## src/rtl/inc_share_arbiter.sv

```systemverilog
// inc_share_arbiter
//   One registered WIDTH-bit incrementer shared by NUM_REQ requesters.
//   A round-robin arbiter picks one requester per accepted cycle. The result
//   register is single-entry and can be popped and reloaded in one cycle,
//   so throughput is one result per cycle.
//   Each result is tagged with the winning requester index and a carry flag.
//
//   Build option: define INC_SHARE_SAT_EN for a saturating increment, where an
//   all-ones operand stays all-ones. By default the result wraps to zero.
//   rsp_carry is 1 for an all-ones operand in both modes.
//
//   state    | meaning
//   ---------+----------------------------------------------------------
//   ST_EMPTY | result register empty; a winning request is accepted
//   ST_FULL  | result register holds a result; accept only when popped

module inc_share_arbiter #(
  parameter int WIDTH   = 16,
  parameter int NUM_REQ = 4,
  parameter int ID_W    = 2
) (
  input  logic                       clk,
  input  logic                       rst,
  input  logic [NUM_REQ-1:0]         req_valid,
  input  logic [NUM_REQ*WIDTH-1:0]   req_data,
  output logic [NUM_REQ-1:0]         req_ready,
  output logic                       rsp_valid,
  input  logic                       rsp_ready,
  output logic [WIDTH-1:0]           rsp_data,
  output logic [ID_W-1:0]            rsp_id,
  output logic                       rsp_carry
);

  typedef enum logic {
    ST_EMPTY = 1'b0,
    ST_FULL  = 1'b1
  } state_e;

  state_e            state_q, state_d;
  logic [ID_W-1:0]   rr_ptr_q, rr_ptr_d;
  logic [WIDTH-1:0]  data_q, data_d;
  logic [ID_W-1:0]   id_q, id_d;
  logic              carry_q, carry_d;

  logic              can_accept;
  logic              grant_found;
  logic [ID_W-1:0]   grant_idx;
  logic [ID_W-1:0]   scan_idx;
  logic [NUM_REQ-1:0] grant_vec;
  logic [WIDTH-1:0]  grant_op;
  logic [WIDTH-1:0]  inc_result;
  logic              op_all_ones;

  // Requester index after idx, wrapping at NUM_REQ (NUM_REQ need not be a power of two).
  function automatic logic [ID_W-1:0] next_idx(input logic [ID_W-1:0] idx);
    if (int'(idx) == NUM_REQ - 1) begin
      return '0;
    end
    return idx + ID_W'(1);
  endfunction

  // Reset blocks all grants. A full register accepts only in a cycle where it is popped.
  assign can_accept = rst && ((state_q == ST_EMPTY) || rsp_ready);

  // Round-robin search starting at rr_ptr; the first valid requester found wins.
  always_comb begin
    grant_vec   = '0;
    grant_idx   = '0;
    grant_found = 1'b0;
    scan_idx    = rr_ptr_q;
    for (int k = 0; k < NUM_REQ; k++) begin
      if (!grant_found && can_accept && req_valid[scan_idx]) begin
        grant_found = 1'b1;
        grant_idx   = scan_idx;
      end
      scan_idx = next_idx(scan_idx);
    end
    if (grant_found) begin
      grant_vec[grant_idx] = 1'b1;
    end
  end

  assign req_ready = grant_vec;

  // Select the winner's operand and form its increment.
  always_comb begin
    grant_op    = req_data[grant_idx*WIDTH +: WIDTH];
    op_all_ones = &grant_op;
`ifdef INC_SHARE_SAT_EN
    inc_result  = op_all_ones ? grant_op : grant_op + WIDTH'(1);
`else
    inc_result  = grant_op + WIDTH'(1);
`endif
  end

  // Next state: load on grant, drain on pop without grant, otherwise hold.
  always_comb begin
    state_d  = state_q;
    rr_ptr_d = rr_ptr_q;
    data_d   = data_q;
    id_d     = id_q;
    carry_d  = carry_q;
    case (state_q)
      ST_EMPTY: begin
        if (grant_found) begin
          state_d  = ST_FULL;
          data_d   = inc_result;
          id_d     = grant_idx;
          carry_d  = op_all_ones;
          rr_ptr_d = next_idx(grant_idx);
        end
      end
      ST_FULL: begin
        if (rsp_ready) begin
          if (grant_found) begin
            data_d   = inc_result;
            id_d     = grant_idx;
            carry_d  = op_all_ones;
            rr_ptr_d = next_idx(grant_idx);
          end else begin
            state_d = ST_EMPTY;
          end
        end
      end
      default: state_d = ST_EMPTY;
    endcase
  end

  // State and result registers. Reset drops any held result.
  always_ff @(posedge clk) begin
    if (!rst) begin
      state_q  <= ST_EMPTY;
      rr_ptr_q <= '0;
      data_q   <= '0;
      id_q     <= '0;
      carry_q  <= 1'b0;
    end else begin
      state_q  <= state_d;
      rr_ptr_q <= rr_ptr_d;
      data_q   <= data_d;
      id_q     <= id_d;
      carry_q  <= carry_d;
    end
  end

  assign rsp_valid = (state_q == ST_FULL);
  assign rsp_data  = data_q;
  assign rsp_id    = id_q;
  assign rsp_carry = carry_q;

endmodule

```

## config.mk

```make
export PLATFORM = sky130hd
export DESIGN_NAME = inc_share_arbiter
export DESIGN_NICKNAME = d
export VERILOG_FILES = /design/src/rtl/inc_share_arbiter.sv
export SDC_FILE = /design/constraint.sdc
export NUM_CORES = 1
export LEC_CHECK = 0
export CAP_MARGIN = 40
export CORE_ASPECT_RATIO = 0.5
export CORE_UTILIZATION = 47
export DETAILED_ROUTE_END_ITERATION = 10
export PLACE_DENSITY = 0.86
export SLEW_MARGIN = 20
export SYNTH_ARGS = -nofsm -noshare
export SYNTH_HDL_FRONTEND = slang
export SYNTH_SLANG_ARGS = --single-unit
```

## constraint.sdc

```tcl
create_clock -name clk -period 6.75 [get_ports clk]
set_clock_uncertainty 0.1 [all_clocks]
set_input_delay 1.35 -clock clk [delete_from_list [all_inputs] [get_ports clk]]
set_output_delay 1.35 -clock clk [all_outputs]
set_load 0.1 [all_outputs]
```

==> impl_metrics.tcl, run 1 <==
set metrics [dict create \
    synthArstFlopShare_pct 0 \
    fp.dieH_um 50.8 \
    ys_warn_count 0 \
    final_common_cell "clkdlybuf4s50_1" \
    dp_hpwl_um 6030 \
    wl_per_cell_um 17.3 \
    yosysUniqueCellTypes 58 \
    h-tree-depth 1 \
    grt_first_pass_wirelength_um 12000 \
    io_buffers 94 \
    cts_tree "yes" \
    path_clk_slew_ps 80 \
    r2r_cells 14 \
    wirelength_um 7590 \
    power_density_nw_per_um2 547 \
    synth_cells 265 \
    r2r-end "rsp_carry" \
    seqPwrFrac_pct 11.7 \
    worstPathMaxFanout 16 \
    synth_fp_nets 342 \
    switching_share_pct 56.2 \
    first_global_vias 2529 \
    clkSinkCount 22 \
    endpoint_kind "output pin" \
    die_w_um 99.7 \
    syn_area_per_cell_sq_um 8.46 \
    power_switching_mw 1.10 \
    final_cells 438 \
    numCtsBuffers 3 \
    grt_start_max_net_pins 33 \
    track_usage_pct 30.9 \
    drive_gt1_share_pct 14.2 \
    drv_cap 0 \
    fin_crit_sh_pct 88.8 \
    combPwrFrac_pct 81.8 \
    ctsHoldBuffers 0 \
    start_kind "input pin" \
    timing.rr.start "rr_ptr_q[0]" \
    pwr-share-clk_pct 6.5 \
    cts_setup_buffers 0 \
    fmax_ghz 0.167 \
    num_vias 2589 \
    root_buffer "clkbuf_8" \
    final_antenna_net_count 0 \
    vias_per_cell 5.91 \
    cts-resized-gates 0 \
    ios 95 \
    insertion_delay_ps 280 \
    hold_depth 2 \
    hold-path-endpoint "rsp_data[4]" \
    slew_violations 0 \
    finalSetupViolCount 0 \
    hp-start "rsp_data[4]" \
    timing.setup.critical_path_class "input pin to output pin" \
    synth_ff_type "dfxtp_1" \
    dp_cells 434 \
    rrSetupSlack_ps 1730 \
    syn_area_sq_um 2240 \
    fin_nets 450 \
    hold_violations 0 \
    drcViolationCount 0 \
    areaGrowthSynthToFinish_pct 59.6 \
    setup_tns_ps 0 \
    antenna_found_initial 0 \
    required_ps 5300 \
    place_congestion 0.938 \
    synth_edf_count 0 \
    crit_arrival_ps 4550 \
    initialDrtViolationCount 147 \
    rows 17 \
    drt_pass1_iterations 5 \
    grt_overflow 0 \
    fin_crit_ps 6000 \
    die_area_sq_um 5060 \
    worstMarginPinSlew_ps 636 \
    ys_ff_latch 22 \
    status "complete, no violations" \
    n_antenna_cell 0 \
    clock_path_buffers 2 \
    rsz0062_at_grt "no" \
    fin_util_pct 79.7 \
    core_sq_um 4490 \
    slew_headroom_pct 57.6 \
    p_int_mw 0.857 \
    layout.cells.most_common_list "90 x clkdlybuf4s50_1, 37 x mux2i_1, 24 x nand2_1" \
    p_leak_nw 1.40 \
    hp-class "register to register" \
    start_util_pct 49.9 \
    yosysSeqAreaShare_pct 19.7 \
    n_fill_cell 281 \
    peakVddDrop_v 0.000399 \
]
==> power by group through the flow <==
stage / registers (mW) / logic, mW / clock network, mW
CTS: 0.227 / 1.60 / 0.127
finish: 0.229 / 1.60 / 0.128
global route: 0.233 / 1.68 / 0.136
floorplan: 0.587 / 0.758 / 0
global placement: 0.224 / 1.39 / 0
detailed placement: 0.229 / 1.58 / 0
==> state kept, by name, indices dropped and copies added, names as in the netlist <==
register,cells
rr_ptr_q,2
rsp_data,16
rsp_valid,1
rsp_carry,1
rsp_id,2
==> how the worst max path moves through the flow <==
stage,from,end,slack (ps),depth (start not counted)
global route,req_valid[2],req_ready[3],640,10
finish,req_valid[2],req_ready[3],750,10
CTS,req_valid[2],req_ready[3],780,10
floorplan,req_valid[3],req_ready[1],1220,10
detailed placement,req_valid[2],rsp_carry,790,14
global placement,req_valid[2],req_ready[2],900,10
==> metal layers <==
metal / routed length, um / track usage (%) / vias up
li1: - / - / 1215
met1: 3150 / 36.0 / 1243
met2: 3880 / 60.4 / 109
met3: 384 / 3.83 / 22
met4: 178 / 8.82 / 0
met5: 0 / 0 / -
==> critical path: stages <==
cell and delay, ps:
clkdlybuf4s50_1 530, mux4_2 580, or3_4 390, a211oi_2 220, or4_1 170, and2_1 530, inv_8 170, ha_1 240
and2_1 130, buf_4 230
==> metrics by stage <==
| step | setup slack, ps | power, mW | area [sq um] | hold WS (ps) |
|---|---|---|---|---|
| finish | 753 | 1.96 | 3580 | 403 |
| global placement | 899 | 1.62 | 3210 | 354 |
| floorplan | 1220 | 1.34 | 2240 | 446 |
| detailed placement | 791 | 1.81 | 3510 | 391 |
| CTS | 784 | 1.95 | 3580 | 403 |
| global route | 638 | 2.05 | 3580 | 422 |
==> synth_stat cells, types with 5 or more instances <==
cell type   n  area (sq um)
nor2_1     20          75.1
o21ai_0    14          70.1
mux2i_1    37           370
dfxtp_1    22           440
a211oi_1    8          60.1
nand3_1    15          75.1
ha_1        6          75.1
clkbuf_1    7          26.3
a21oi_1     7          35.0
and3_1      5          31.3
and2_1      9          56.3
a31oi_1     7          43.8
nand4_1     6          37.5
nand2_1    24          90.1
==> cells by family after synthesis <==
logic type / synth area share, %
adder cells (fa/ha/maj): 3.35
AND/OR/NAND/NOR: 26.1
flip-flops: 19.7
AO/OA/AOI/OAI: 17.5
XOR/XNOR: 3.13
multiplexers: 24.3
buffers and inverters: 5.92
==> layout make-up <==
cell class                      count  area, sq um  share of cell area [%]
Multi-Input combinational cell    223         1670                    46.6
Timing Repair Buffer              118         1290                    36.0
Sequential cell                    22          440                    12.3
Tap cell                           66         82.6                    2.31
Clock buffer                        3         41.3                    1.15
Clock inverter                      1         30.0                   0.839
Inverter                            5         28.8                   0.804
Power figures use the tool's default switching activity.
==> run 2: changes to the inputs <==
CORE_ASPECT_RATIO = unset   (was 0.5)
PLACE_DENSITY = unset   (was 0.86)
PLACE_DENSITY_LB_ADDON = 0.05   (was unset)
==> impl_metrics.tcl, run 2 (same netlist as run 1, synthesis figures left out) <==
set metrics [dict create \
    fin_crit_ps 5920 \
    cts_setup_buffers 0 \
    vias_per_cell 5.87 \
    fin_nets 449 \
    hp-class "register to register" \
    rrSetupSlack_ps 2080 \
    setup_tns_ps 0 \
    largest_reg_flops 16 \
    n_antenna_cell 0 \
    worstMarginPinSlew_ps 537 \
    place_congestion 0.868 \
    slew_violations 0 \
    hold-path-endpoint "rsp_carry" \
    start_kind "input pin" \
    drive_gt1_share_pct 14.0 \
    final_antenna_net_count 0 \
    timing.rr.start "rr_ptr_q[0]" \
    endpoint_kind "output pin" \
    dpl-instance-area_sq_um 3480 \
    hold_depth 2 \
    areaGrowthSynthToFinish_pct 58.5 \
    multi_input_area_sq_um 1670 \
    clock_path_buffers 2 \
    worstPathMaxFanout 32 \
    wl_per_cell_um 15.5 \
    required_ps 5300 \
    grt_first_pass_wirelength_um 10900 \
    drcViolationCount 5 \
    path_clk_slew_ps 80 \
    timing.setup.critical_path_class "input pin to output pin" \
    r2r-end "rsp_carry" \
    power_density_nw_per_um2 546 \
    grt_start_max_net_pins 36 \
    drv_cap 0 \
    fin_crit_sh_pct 87.7 \
    peakVddDrop_v 0.000313 \
    finalSetupViolCount 0 \
    clkSinkCount 22 \
    violations "DRC" \
    cts-resized-gates 0 \
    rsz0062_at_grt "no" \
    ctsHoldBuffers 0 \
    wirelength_um 6540 \
    n_fill_cell 296 \
    fp.dieH_um 71.1 \
    die_area_sq_um 5050 \
    hp-start "rsp_carry" \
    hold-worst-slack_ps 369 \
    initialDrtViolationCount 167 \
    die_w_um 71.1 \
    core_sq_um 4470 \
    fmax_ghz 0.169 \
    antenna_found_initial 0 \
    status "complete, but fails checks" \
    final_cells 423 \
    finalInstanceArea_sq_um 3550 \
    final_common_cell "clkdlybuf4s50_1" \
    io_buffers 94 \
    grt_overflow 0 \
    num_vias 2482 \
    p_leak_nw 1.39 \
    dp_hpwl_um 5360 \
    first_global_vias 2415 \
    layout.cells.most_common_list "90 x clkdlybuf4s50_1, 37 x mux2i_1, 24 x nand2_1" \
    insertion_delay_ps 260 \
    root_buffer "clkbuf_8" \
    track_usage_pct 26.8 \
    hold_violations 0 \
    start_util_pct 50.1 \
    crit_arrival_ps 4470 \
    rows 24 \
    dp_cells 419 \
    ff_latch_area_sq_um 440 \
    numCtsBuffers 3 \
    r2r_cells 14 \
    drt_pass1_iterations 8 \
    power.total_mw 1.94 \
    ios 95 \
    h-tree-depth 1 \
    cts_tree "yes" \
    slew_headroom_pct 64.2 \
]
==> run 2: metrics by stage <==
stage	setup WS [ps]	util, %
after global routing	644	79.4
after detailed placement	847	77.8
after global placement	916	71.1
final	833	79.4
after CTS	845	79.4
after floorplan	1220	-
==> run 2: area by class of cell <==
cell class | instances | share of cell area (%)
inverters | 5 | 0.810
well taps | 52 | 1.83
flip-flops and latches | 22 | 12.4
clock inverters | 1 | 0.845
repair buffers | 117 | 36.0
clock buffers | 3 | 1.16
multi-input cells | 223 | 47.0
==> run 2: how the worst max path moves through the flow <==
stage / start / end / slack [ps] / cells past startpoint
final: req_valid[2] / req_ready[3] / 830 / 9
after global placement: req_valid[2] / req_ready[3] / 920 / 9
after floorplan: req_valid[3] / req_ready[1] / 1220 / 10
after CTS: req_valid[2] / req_ready[3] / 840 / 9
after detailed placement: req_valid[2] / req_ready[3] / 850 / 9
after global routing: req_valid[2] / req_ready[3] / 640 / 9
==> run 2: metal layers <==
| metal | part of all wire, % | global-route usage (%) | wire, um | vias up |
|---|---|---|---|---|
| li1 | - | - | - | 1207 |
| met1 | 42 | 34.1 | 2760 | 1138 |
| met2 | 51 | 49.4 | 3350 | 131 |
| met3 | 5.9 | 2.42 | 386 | 6 |
| met4 | 0.73 | 5.11 | 48 | 0 |
| met5 | 0 | 0 | 0 | - |
==> run 2: critical path: stages <==
cell,delay [ps]
clkdlybuf4s50_1,530
mux4_2,570
or4_1,460
o2111a_2,230
nor2_4,400
inv_4,280
ha_1,280
and2_1,130
buf_4,230
==> run 2: where the power goes <==
group / internal (mW) / leakage [nW] / switching (mW)
Combinational: 0.589 / 1.18 / 1.00
Sequential: 0.188 / 0.182 / 0.0422
Clock: 0.0791 / 0.0357 / 0.0415
